[src/rtl/apb_pkg.sv]
// Shared types and constants for the APB requester: FSM states, address decode
// bit positions and default widths.
package apb_pkg;

  typedef enum logic [1:0] {
    IDLE,
    SETUP,
    ACCESS,
    RDATA
  } state_e;

  localparam int SLV_SEL_BIT = 7;
  localparam int DEC_ERR_BIT = 6;

  localparam int DEF_ADDR_WIDTH     = 8;
  localparam int DEF_DATA_WIDTH     = 8;
  localparam int DEF_TIMEOUT_CYCLES = 16;

endpackage

[src/rtl/apb_master_ctrl_if.sv]
// Request/response handshake plus the two-slave APB bus.
// The master modport is the requester's view, the slave modport is the opposite side.
interface apb_master_ctrl_if #(
  parameter int ADDR_WIDTH = apb_pkg::DEF_ADDR_WIDTH,
  parameter int DATA_WIDTH = apb_pkg::DEF_DATA_WIDTH
);

  logic                  req_valid;
  logic                  req_ready;
  logic                  req_write;
  logic [ADDR_WIDTH-1:0] req_addr;
  logic [DATA_WIDTH-1:0] req_wdata;

  logic                  rsp_valid;
  logic [DATA_WIDTH-1:0] rsp_rdata;
  logic                  rsp_err;

  logic                  PSEL1;
  logic                  PSEL2;
  logic                  PENABLE;
  logic                  PWRITE;
  logic [ADDR_WIDTH-1:0] PADDR;
  logic [DATA_WIDTH-1:0] PWDATA;
  logic [DATA_WIDTH-1:0] PRDATA1;
  logic [DATA_WIDTH-1:0] PRDATA2;
  logic                  PREADY1;
  logic                  PREADY2;

  modport master (
    input  req_valid, req_write, req_addr, req_wdata,
    input  PRDATA1, PRDATA2, PREADY1, PREADY2,
    output req_ready, rsp_valid, rsp_rdata, rsp_err,
    output PSEL1, PSEL2, PENABLE, PWRITE, PADDR, PWDATA
  );

  modport slave (
    output req_valid, req_write, req_addr, req_wdata,
    output PRDATA1, PRDATA2, PREADY1, PREADY2,
    input  req_ready, rsp_valid, rsp_rdata, rsp_err,
    input  PSEL1, PSEL2, PENABLE, PWRITE, PADDR, PWDATA
  );

endinterface

[src/rtl/apb_timeout_cnt.sv]
// Counts ACCESS cycles spent waiting for PREADY; expired is high once the
// count reaches TIMEOUT_CYCLES-1, and the count saturates there.
module apb_timeout_cnt
  import apb_pkg::*;
#(
  parameter int TIMEOUT_CYCLES = DEF_TIMEOUT_CYCLES
) (
  input  logic clk,
  input  logic rst_n,
  input  logic clear,
  input  logic enable,
  output logic expired
);

  localparam int CNT_W = (TIMEOUT_CYCLES > 2) ? $clog2(TIMEOUT_CYCLES) : 1;
  localparam logic [CNT_W-1:0] LIMIT = CNT_W'(TIMEOUT_CYCLES - 1);

  logic [CNT_W-1:0] cnt_q;
  logic [CNT_W-1:0] cnt_d;

  assign expired = (cnt_q == LIMIT);

  always_comb begin
    cnt_d = cnt_q;
    if (clear) begin
      cnt_d = '0;
    end else if (enable && !expired) begin
      cnt_d = cnt_q + CNT_W'(1);
    end
  end

  always_ff @(posedge clk or negedge rst_n) begin
    if (!rst_n) begin
      cnt_q <= '0;
    end else begin
      cnt_q <= cnt_d;
    end
  end

endmodule

[src/rtl/apb_master_ctrl.sv]
// APB requester for two slaves: decodes a single request, runs SETUP/ACCESS,
// and returns a one-cycle response pulse with read data or an error.
module apb_master_ctrl
  import apb_pkg::*;
#(
  parameter int ADDR_WIDTH     = DEF_ADDR_WIDTH,
  parameter int DATA_WIDTH     = DEF_DATA_WIDTH,
  parameter int TIMEOUT_CYCLES = DEF_TIMEOUT_CYCLES
) (
  input logic               PCLK,
  input logic               PRESETn,
  apb_master_ctrl_if.master bus
);

  state_e                state_q, state_d;
  logic                  psel1_q, psel1_d;
  logic                  psel2_q, psel2_d;
  logic                  penable_q, penable_d;
  logic                  pwrite_q, pwrite_d;
  logic [ADDR_WIDTH-1:0] paddr_q, paddr_d;
  logic [DATA_WIDTH-1:0] pwdata_q, pwdata_d;
  logic                  rsp_valid_q, rsp_valid_d;
  logic                  rsp_err_q, rsp_err_d;
  logic [DATA_WIDTH-1:0] rsp_rdata_q, rsp_rdata_d;

  logic cnt_clear;
  logic cnt_enable;
  logic cnt_expired;
  logic sel_slave2;
  logic sel_ready;

  apb_timeout_cnt #(
    .TIMEOUT_CYCLES(TIMEOUT_CYCLES)
  ) u_timeout (
    .clk    (PCLK),
    .rst_n  (PRESETn),
    .clear  (cnt_clear),
    .enable (cnt_enable),
    .expired(cnt_expired)
  );

  // The registered address remembers which slave owns the transfer, through RDATA.
  assign sel_slave2 = paddr_q[SLV_SEL_BIT];
  assign sel_ready  = sel_slave2 ? bus.PREADY2 : bus.PREADY1;

  always_comb begin
    state_d     = state_q;
    psel1_d     = psel1_q;
    psel2_d     = psel2_q;
    penable_d   = penable_q;
    pwrite_d    = pwrite_q;
    paddr_d     = paddr_q;
    pwdata_d    = pwdata_q;
    rsp_valid_d = 1'b0;
    rsp_err_d   = 1'b0;
    rsp_rdata_d = rsp_rdata_q;
    cnt_clear   = 1'b0;
    cnt_enable  = 1'b0;

    unique case (state_q)
      IDLE: begin
        if (bus.req_valid) begin
          if (bus.req_addr[DEC_ERR_BIT]) begin
            rsp_valid_d = 1'b1;
            rsp_err_d   = 1'b1;
            rsp_rdata_d = '0;
          end else begin
            paddr_d   = bus.req_addr;
            pwdata_d  = bus.req_wdata;
            pwrite_d  = bus.req_write;
            psel1_d   = !bus.req_addr[SLV_SEL_BIT];
            psel2_d   = bus.req_addr[SLV_SEL_BIT];
            cnt_clear = 1'b1;
            state_d   = SETUP;
          end
        end
      end

      SETUP: begin
        penable_d = 1'b1;
        state_d   = ACCESS;
      end

      ACCESS: begin
        if (sel_ready) begin
          psel1_d   = 1'b0;
          psel2_d   = 1'b0;
          penable_d = 1'b0;
          if (pwrite_q) begin
            rsp_valid_d = 1'b1;
            rsp_rdata_d = '0;
            state_d     = IDLE;
          end else begin
            state_d = RDATA;
          end
        end else if (cnt_expired) begin
          psel1_d     = 1'b0;
          psel2_d     = 1'b0;
          penable_d   = 1'b0;
          rsp_valid_d = 1'b1;
          rsp_err_d   = 1'b1;
          rsp_rdata_d = '0;
          state_d     = IDLE;
        end else begin
          cnt_enable = 1'b1;
        end
      end

      RDATA: begin
        rsp_valid_d = 1'b1;
        rsp_rdata_d = sel_slave2 ? bus.PRDATA2 : bus.PRDATA1;
        state_d     = IDLE;
      end

      default: begin
        state_d = IDLE;
      end
    endcase
  end

  always_ff @(posedge PCLK or negedge PRESETn) begin
    if (!PRESETn) begin
      state_q     <= IDLE;
      psel1_q     <= 1'b0;
      psel2_q     <= 1'b0;
      penable_q   <= 1'b0;
      pwrite_q    <= 1'b0;
      paddr_q     <= '0;
      pwdata_q    <= '0;
      rsp_valid_q <= 1'b0;
      rsp_err_q   <= 1'b0;
      rsp_rdata_q <= '0;
    end else begin
      state_q     <= state_d;
      psel1_q     <= psel1_d;
      psel2_q     <= psel2_d;
      penable_q   <= penable_d;
      pwrite_q    <= pwrite_d;
      paddr_q     <= paddr_d;
      pwdata_q    <= pwdata_d;
      rsp_valid_q <= rsp_valid_d;
      rsp_err_q   <= rsp_err_d;
      rsp_rdata_q <= rsp_rdata_d;
    end
  end

  assign bus.req_ready = (state_q == IDLE);
  assign bus.rsp_valid = rsp_valid_q;
  assign bus.rsp_err   = rsp_err_q;
  assign bus.rsp_rdata = rsp_rdata_q;
  assign bus.PSEL1     = psel1_q;
  assign bus.PSEL2     = psel2_q;
  assign bus.PENABLE   = penable_q;
  assign bus.PWRITE    = pwrite_q;
  assign bus.PADDR     = paddr_q;
  assign bus.PWDATA    = pwdata_q;

endmodule

[src/flat_wrapper.sv]
// flat-port wrapper written by rule: the top's interface ports become plain ports
module apb_master_ctrl_flat import apb_pkg::*;
#(
  parameter int ADDR_WIDTH     = DEF_ADDR_WIDTH,
  parameter int DATA_WIDTH     = DEF_DATA_WIDTH,
  parameter int TIMEOUT_CYCLES = DEF_TIMEOUT_CYCLES
)
  (PCLK, PRESETn, bus_req_valid, bus_req_write, bus_req_addr, bus_req_wdata, bus_PRDATA1, bus_PRDATA2, bus_PREADY1, bus_PREADY2, bus_req_ready, bus_rsp_valid, bus_rsp_rdata, bus_rsp_err, bus_PSEL1, bus_PSEL2, bus_PENABLE, bus_PWRITE, bus_PADDR, bus_PWDATA);
  apb_master_ctrl_if #(.ADDR_WIDTH(ADDR_WIDTH), .DATA_WIDTH(DATA_WIDTH)) bus_i ();
  input logic PCLK;
  input logic PRESETn;
  input wire logic [$bits(bus_i.req_valid)-1:0] bus_req_valid;
  input wire logic [$bits(bus_i.req_write)-1:0] bus_req_write;
  input wire logic [$bits(bus_i.req_addr)-1:0] bus_req_addr;
  input wire logic [$bits(bus_i.req_wdata)-1:0] bus_req_wdata;
  input wire logic [$bits(bus_i.PRDATA1)-1:0] bus_PRDATA1;
  input wire logic [$bits(bus_i.PRDATA2)-1:0] bus_PRDATA2;
  input wire logic [$bits(bus_i.PREADY1)-1:0] bus_PREADY1;
  input wire logic [$bits(bus_i.PREADY2)-1:0] bus_PREADY2;
  output wire logic [$bits(bus_i.req_ready)-1:0] bus_req_ready;
  output wire logic [$bits(bus_i.rsp_valid)-1:0] bus_rsp_valid;
  output wire logic [$bits(bus_i.rsp_rdata)-1:0] bus_rsp_rdata;
  output wire logic [$bits(bus_i.rsp_err)-1:0] bus_rsp_err;
  output wire logic [$bits(bus_i.PSEL1)-1:0] bus_PSEL1;
  output wire logic [$bits(bus_i.PSEL2)-1:0] bus_PSEL2;
  output wire logic [$bits(bus_i.PENABLE)-1:0] bus_PENABLE;
  output wire logic [$bits(bus_i.PWRITE)-1:0] bus_PWRITE;
  output wire logic [$bits(bus_i.PADDR)-1:0] bus_PADDR;
  output wire logic [$bits(bus_i.PWDATA)-1:0] bus_PWDATA;
  assign bus_i.req_valid = bus_req_valid;
  assign bus_i.req_write = bus_req_write;
  assign bus_i.req_addr = bus_req_addr;
  assign bus_i.req_wdata = bus_req_wdata;
  assign bus_i.PRDATA1 = bus_PRDATA1;
  assign bus_i.PRDATA2 = bus_PRDATA2;
  assign bus_i.PREADY1 = bus_PREADY1;
  assign bus_i.PREADY2 = bus_PREADY2;
  assign bus_req_ready = bus_i.req_ready;
  assign bus_rsp_valid = bus_i.rsp_valid;
  assign bus_rsp_rdata = bus_i.rsp_rdata;
  assign bus_rsp_err = bus_i.rsp_err;
  assign bus_PSEL1 = bus_i.PSEL1;
  assign bus_PSEL2 = bus_i.PSEL2;
  assign bus_PENABLE = bus_i.PENABLE;
  assign bus_PWRITE = bus_i.PWRITE;
  assign bus_PADDR = bus_i.PADDR;
  assign bus_PWDATA = bus_i.PWDATA;
  apb_master_ctrl #(.ADDR_WIDTH(ADDR_WIDTH), .DATA_WIDTH(DATA_WIDTH), .TIMEOUT_CYCLES(TIMEOUT_CYCLES)) u_core (.PCLK(PCLK), .PRESETn(PRESETn), .bus(bus_i));
endmodule
[config.mk]
export PLATFORM = sky130hd
export DESIGN_NAME = apb_master_ctrl_flat
export DESIGN_NICKNAME = d
export VERILOG_FILES = /design/src/rtl/apb_pkg.sv /design/src/rtl/apb_master_ctrl_if.sv /design/src/rtl/apb_timeout_cnt.sv /design/src/rtl/apb_master_ctrl.sv /design/src/flat_wrapper.sv
export SDC_FILE = /design/constraint.sdc
export NUM_CORES = 1
export LEC_CHECK = 0
export BUFFER_PORTS_ARGS = -buffer_cell sky130_fd_sc_hd__buf_2
export CORE_ASPECT_RATIO = 0.75
export CORE_MARGIN = 2
export CORE_UTILIZATION = 40
export DETAILED_ROUTE_END_ITERATION = 8
export GPL_ROUTABILITY_DRIVEN = 1
export PLACE_DENSITY_LB_ADDON = 0.2
export SKIP_LAST_GASP = 1
export SLEW_MARGIN = 40
export SYNTH_ARGS = -nofsm -noshare
export SYNTH_HDL_FRONTEND = slang
export SYNTH_SLANG_ARGS = --single-unit
[constraint.sdc]
create_clock -name PCLK -period 1.67 [get_ports PCLK]
set_input_delay 0 -clock PCLK [delete_from_list [all_inputs] [get_ports PCLK]]
set_output_delay 0 -clock PCLK [all_outputs]
set_load 0.05 [all_outputs]
==> results of run 1 <==
## cell usage after synthesis (all sizes together), types with 2 or more instances
| cell | instances | area share (%) |
|---|---|---|
| a22oi | 2 | 0.89 |
| a31oi | 3 | 1.1 |
| and3 | 2 | 0.74 |
| buf | 4 | 2.0 |
| clkbuf | 2 | 0.45 |
| dfrtp | 35 | 52 |
| ha | 5 | 3.7 |
| inv | 4 | 0.89 |
| mux2 | 24 | 18 |
| mux2i | 11 | 7.3 |
| nand2 | 6 | 1.3 |
| nand3 | 3 | 0.89 |
| nand4 | 2 | 0.74 |
| nor2 | 5 | 1.1 |
| nor2b | 9 | 3.3 |
| o21ai | 2 | 0.60 |
| o2bb2ai | 2 | 1.0 |
| xor2 | 3 | 1.6 |
## power groups by stage
| stage | clock [uW] | combinational [uW] | sequential (uW) |
|---|---|---|---|
| final | 568 | 3160 | 1480 |
| after global routing | 635 | 3350 | 1530 |
| after CTS | 589 | 3180 | 1490 |
| after detailed placement | 0 | 3120 | 1490 |
| after global placement | 0 | 3080 | 1460 |
| after floorplan | 0 | 1250 | 2620 |
## worst max-delay path, stage by stage, from the launching register on
cell and delay (ns):
dfrtp_2 0.43, mux2i_4 0.21, mux2i_4 0.20, a221o_1 0.34
buf_12 0.16, mux2_4 0.30
## flip-flops by register name, indices dropped and copies added (netlist names), 2 cells and up
signal,count
u_core.bus.rsp_rdata,8
u_core.u_timeout.cnt_q,4
u_core.state_q,2
u_core.bus.PADDR,7
u_core.bus.PWDATA,8
## how the worst max path moves through the flow
| stage | startpoint | to | cells after the start |
|---|---|---|---|
| after floorplan | u_core.bus.PADDR[7] | u_core.bus.rsp_rdata[0] | 6 |
| after global placement | u_core.u_timeout.cnt_q[0] | u_core.bus.rsp_rdata[1] | 6 |
| after detailed placement | u_core.u_timeout.cnt_q[0] | u_core.bus.rsp_rdata[1] | 6 |
| after CTS | u_core.bus.PADDR[7] | u_core.bus.rsp_rdata[1] | 5 |
| after global routing | u_core.bus.PADDR[7] | u_core.bus.rsp_rdata[5] | 5 |
| final | u_core.bus.PADDR[7] | u_core.bus.rsp_rdata[1] | 5 |
## cell families (layout without fill, tap and decap cells)
group / count (synthesis) / count (layout) / synth area share (%)
compound gates: 12 / 12 / 5.06
xor+xnor: 3 / 3 / 1.56
fa+ha+maj: 5 / 5 / 3.72
buf+inv: 10 / 106 / 3.35
flops: 35 / 35 / 52.1
mux: 35 / 35 / 25.1
other cells: 1 / 1 / 0.223
simple gates: 29 / 29 / 8.85
## routing by layer
| layer | routed length (um) | track usage, % |
|---|---|---|
| met4 | 38 | 5.67 |
| met1 | 1510 | 19.4 |
| met3 | 218 | 4.98 |
| met5 | 0 | 0 |
| met2 | 1860 | 29.9 |
## metrics by stage
step	hold WS (ns)	std cells	setup TNS, ns	power, uW	utilization [%]
after global routing	0.0439	281	-1.06	5520	59.8
after detailed placement	0.112	256	-1.17	4610	53.0
after global placement	0.105	256	-0.858	4540	53.0
after CTS	0.0272	281	-0.650	5260	59.6
after floorplan	-0.296	130	-2.83	3870	-
final	0.0408	281	-0.402	5210	59.8
## what timing repair did
item / in CTS / in global routing
pin swaps: 1 / 1
resized for setup: 3 / 1
endpoints found under the hold margin: 51 / 0
gates cloned: 0 / 0
setup endpoints to repair: 8 / 17
setup buffers: 0 / 0
hold buffers: 17 / 0
## area by class of cell
class | count | area share [%]
sequential | 35 | 36.2
multi-input combinational | 85 | 32.3
timing repair buffer | 94 | 24.7
clock buffer | 7 | 3.15
tap | 55 | 2.84
inverter | 4 | 0.620
clock inverter | 1 | 0.207
==> metrics.txt, run 1 <==
status complete, but fails checks; failing checks setup timing; RSZ-0062 raised after global routing yes; worst reg2reg path depth 5; Reg area 877 um2; DR DRC count 0; Top FF cell, synth dfrtp_1; Rows 20; Worst Clk Skew 0.00712 ns; Routed WL per cell 12.9 um; Sw Share 48.5%; boundary pin count 69; Initial DRC Count 18; H-tree Lvls 2; clk_lat worst skew 0.28 ns; Routed WL 3630 um; P_sw 2530 uW; fin crit share 104%; multi-input combinational cell area 782 um2; crit path kind flip-flop to flip-flop; Clk pwr share 10.9%; die area 4740 um2; P per Cell Area 2150 nW/um2; #FFs+latches synth 35; leakage power 0.00124 uW; final worst setup slack -0.0590 ns; Nets 268; number of distinct library cells after synthesis 28; first-pass GRT wire length 6040 um; post-synthesis cell count 130; Synth async-reset ratio 100%; reg2reg start u_core.bus.PADDR[7]; CTS Root Cell clkbuf_8; R2R setup slack -0.06 ns; HPWL reported at the end of detailed placement 2590 um; register area share after synthesis 52.1%; Tmin final 1.73 ns; pin count of the biggest net entering global routing 36; Layout area overhead 44.1%; Total GRT Usage 16.7%; Clock transition at path regs 0.07 ns; count of pins over their slew limit 0; final hold viol count 0; Syn Std Cell Area 1680 um2; final non-filler cell area 2420 um2; Flop pwr share 28.4%; Hold EP u_core.bus.rsp_err; most frequent cells in the layout 66 x buf_2, 34 x dfrtp_1, 17 x dlygate4sd3_1; highest net fanout along the worst path 8; clk buf depth 2; Peak Freq 578 MHz; layout cell share with drive strength beyond 1 50.0%; Starting Density 41.5%; die width 78.9 um; Net Count, Synth 173; R2R Path End u_core.bus.rsp_rdata[1]; CTS tree built; routed via count 1,316; syn avg cell area 12.9 um2; FILL cells 356; Hold Path Depth 3; Yosys Warn Count 0; chip height 60.2 um; Tightest Hold Check Type input port to flip-flop; Antenna Nets Post-Route 0; Port Buffers 67; antenna violations before repair 0; combinational power share 60.7%; internal power 2680 uW; hold path start bus_req_valid; Sink Count 35; CP startpoint kind flip-flop; Worst Path Arrival 1.89 ns; pre-CTS setup slack -0.151 ns; grt ovf 0; Final Wtd Congestion 0.728; Detailed Routing Iterations Pass 1 4; Core Area 4050 um2; Peak supply drop 0.000898 V; Setup crit end kind flip-flop; Max-cap violations 0; EDFF count, synth 0; count of final setup violators 8; vias in the first global route 1,373; cts bufs inserted 5; most common cell after layout, fill and taps aside buf_2; Avg Vias per Cell 4.68; Antenna diodes 0; area post-placement 2150 um2; Worst Path Required 1.83 ns
Power figures use the tool's default switching activity.
==> run 2: changes to the inputs <==
- clock period: 1.67 -> 1.9 ns (I/O delays scaled with it)
==> run 2 against run 1 <==
The run now ends clean; cell count is 1.4% lower; routed wire length up 3.9%; global-route usage increased by 0.85 points; design area fell by 0.98%; combinational power fell by 15%; clock power grew 20%; sequential power is 11% lower; first-iteration DRC count rose to 3.1 times the previous value; register-to-register slack better by 0.13 ns; sequential share of layout area up 0.36 points; flip-flop and latch count did not move; die area stayed put; critical endpoint is now u_core.bus.rsp_rdata[6]; largest cell class unchanged; largest power group unchanged.
==> metrics.txt, run 2 (synthesized netlist as in run 1, its figures left out) <==
cts bufs inserted 5; antenna violations before repair 0; CP startpoint kind flip-flop; crit path kind flip-flop to flip-flop; final non-filler cell area 2400 um2; Peak supply drop 0.00106 V; boundary pin count 69; highest net fanout along the worst path 8; Routed WL 3780 um; Nets 264; Antenna diodes 0; Final Util 59.2%; Hold Slack 0.0325 ns; Initial DRC Count 55; Antenna Nets Post-Route 0; Core Area 4050 um2; Setup crit end kind flip-flop; HPWL reported at the end of detailed placement 2740 um; vias in the first global route 1,329; Sink Count 35; Flop pwr share 27.9%; Port Buffers 67; leakage power 0.00124 uW; DR DRC count 0; final worst setup slack 0.0705 ns; area post-placement 2100 um2; Avg Vias per Cell 4.70; Worst Clk Skew 0.00530 ns; P_sw 2220 uW; Worst Path Arrival 2.00 ns; Worst Path Required 2.07 ns; count of pins over their slew limit 0; die width 78.9 um; H-tree Lvls 2; CTS tree built; status finished, final reports clean; internal power 2460 uW; fin crit share 96.3%; Detailed Routing Iterations Pass 1 4; Rows 20; die area 4740 um2; final hold viol count 0; count of final setup violators 0; slowest CP cell dfrtp_1; Starting Density 41.5%; layout cell share with drive strength beyond 1 49.1%; Clock transition at path regs 0.07 ns; Max stage delay on crit path 0.41 ns; worst-path cell chain ha_1, and3_1, mux2i_2, a221o_1, buf_12, mux2_4; Max-cap violations 0; Tmin final 1.83 ns; Total GRT Usage 17.5%; RSZ-0062 raised after global routing no; most frequent cells in the layout 66 x buf_2, 34 x dfrtp_1, 17 x dlygate4sd3_1; Tightest Hold Check Type input port to flip-flop; setup tns final 0 ns; first-pass GRT wire length 6230 um; routed via count 1,303; CTS Root Cell clkbuf_8; Sw Share 47.5%; chip height 60.2 um; combinational power share 57.4%; Final Wtd Congestion 0.701; Clk pwr share 14.6%; grt ovf 0; Peak Freq 547 MHz; Layout area overhead 42.7%; CP Buf/Inv Count 1; pin count of the biggest net entering global routing 36; CP top delay family multiplexers; Routed WL per cell 13.6 um; most common cell after layout, fill and taps aside buf_2; P per Cell Area 1950 nW/um2; clk buf depth 2; pre-CTS setup slack 0.0308 ns; clk_lat worst skew 0.28 ns
-- run 2: cell count changes in the layout (fill, tap and decap cells not counted) --
cell       before  now
mux2i_4         2    1
buf_6           1    0
ha_4            1    0
clkbuf_8        5    6
clkbuf_1        2    0
and3_1          1    2
nor2_2          1    0
mux2i_2         0    1
bufinv_16       0    1
and3_4          1    0
buf_4           9    6
nor2_1          4    5
ha_2            0    1
-- run 2: routing by layer --
metal	part of all wire [%]	track usage, %	up-vias
met5	0	0	-
met4	1.6	6.65	0
met3	4.9	4.23	7
met2	50	31.0	33
met1	44	21.1	630
li1	-	-	633
-- run 2: worst min-delay path: cells and delay by family --
| family | cells | cell delay, ns |
|---|---|---|
| buf+inv | 1 | 0.11 |
| compound gates | 1 | 0.09 |
| simple gates | 1 | 0.07 |
-- run 2: timing repair --
| action | in CTS | in global routing |
|---|---|---|
| hold buffers | 17 | 0 |
| buffers inserted | 0 | 1 |
| hold endpoints to repair | 51 | 0 |
| setup endpoints to repair | 0 | 8 |
| resized for setup | 0 | 1 |
-- run 2: area by class of cell --
cell class,instances,area [um2]
Tap cell,55,68.8
Clock inverter,2,35.0
Fill cell,370,1650
Clock buffer,6,82.6
Sequential cell,35,877
Inverter,4,15.0
Multi-Input combinational cell,85,756
Timing Repair Buffer,90,566
-- run 2: through the flow --
| stage | cells | total power (uW) |
|---|---|---|
| after floorplan | 130 | 3360 |
| after global placement | 251 | 3900 |
| after detailed placement | 251 | 3990 |
| after CTS | 276 | 4710 |
| after global routing | 277 | 4940 |
| final | 277 | 4680 |
-- run 2: path summary, 6_finish.rpt --
kind / startpoint / cells past startpoint / end / slack, ns
hold reg to reg: u_core.bus.PWDATA[7] / 1 / u_core.bus.PWDATA[7] / 0.50
hold / removal: bus_req_valid / 3 / u_core.bus.rsp_err / 0.03
min in group asynchronous: PRESETn / 2 / u_core.bus.PADDR[2] / 0.20
max in group asynchronous: PRESETn / 2 / u_core.bus.PADDR[7] / 1.35
setup / recovery: u_core.u_timeout.cnt_q[0] / 6 / u_core.bus.rsp_rdata[6] / 0.07
setup reg to reg: u_core.u_timeout.cnt_q[0] / 6 / u_core.bus.rsp_rdata[6] / 0.07
-- run 2: power groups by stage --
stage | registers, uW | clock network [uW] | logic [uW]
5_1_grt | 1350 | 733 | 2850
3_5_place_dp | 1320 | 0 | 2670
3_3_place_gp | 1290 | 0 | 2610
2_1_floorplan | 2310 | 0 | 1050
4_1_cts | 1310 | 699 | 2700
6_report | 1310 | 684 | 2690
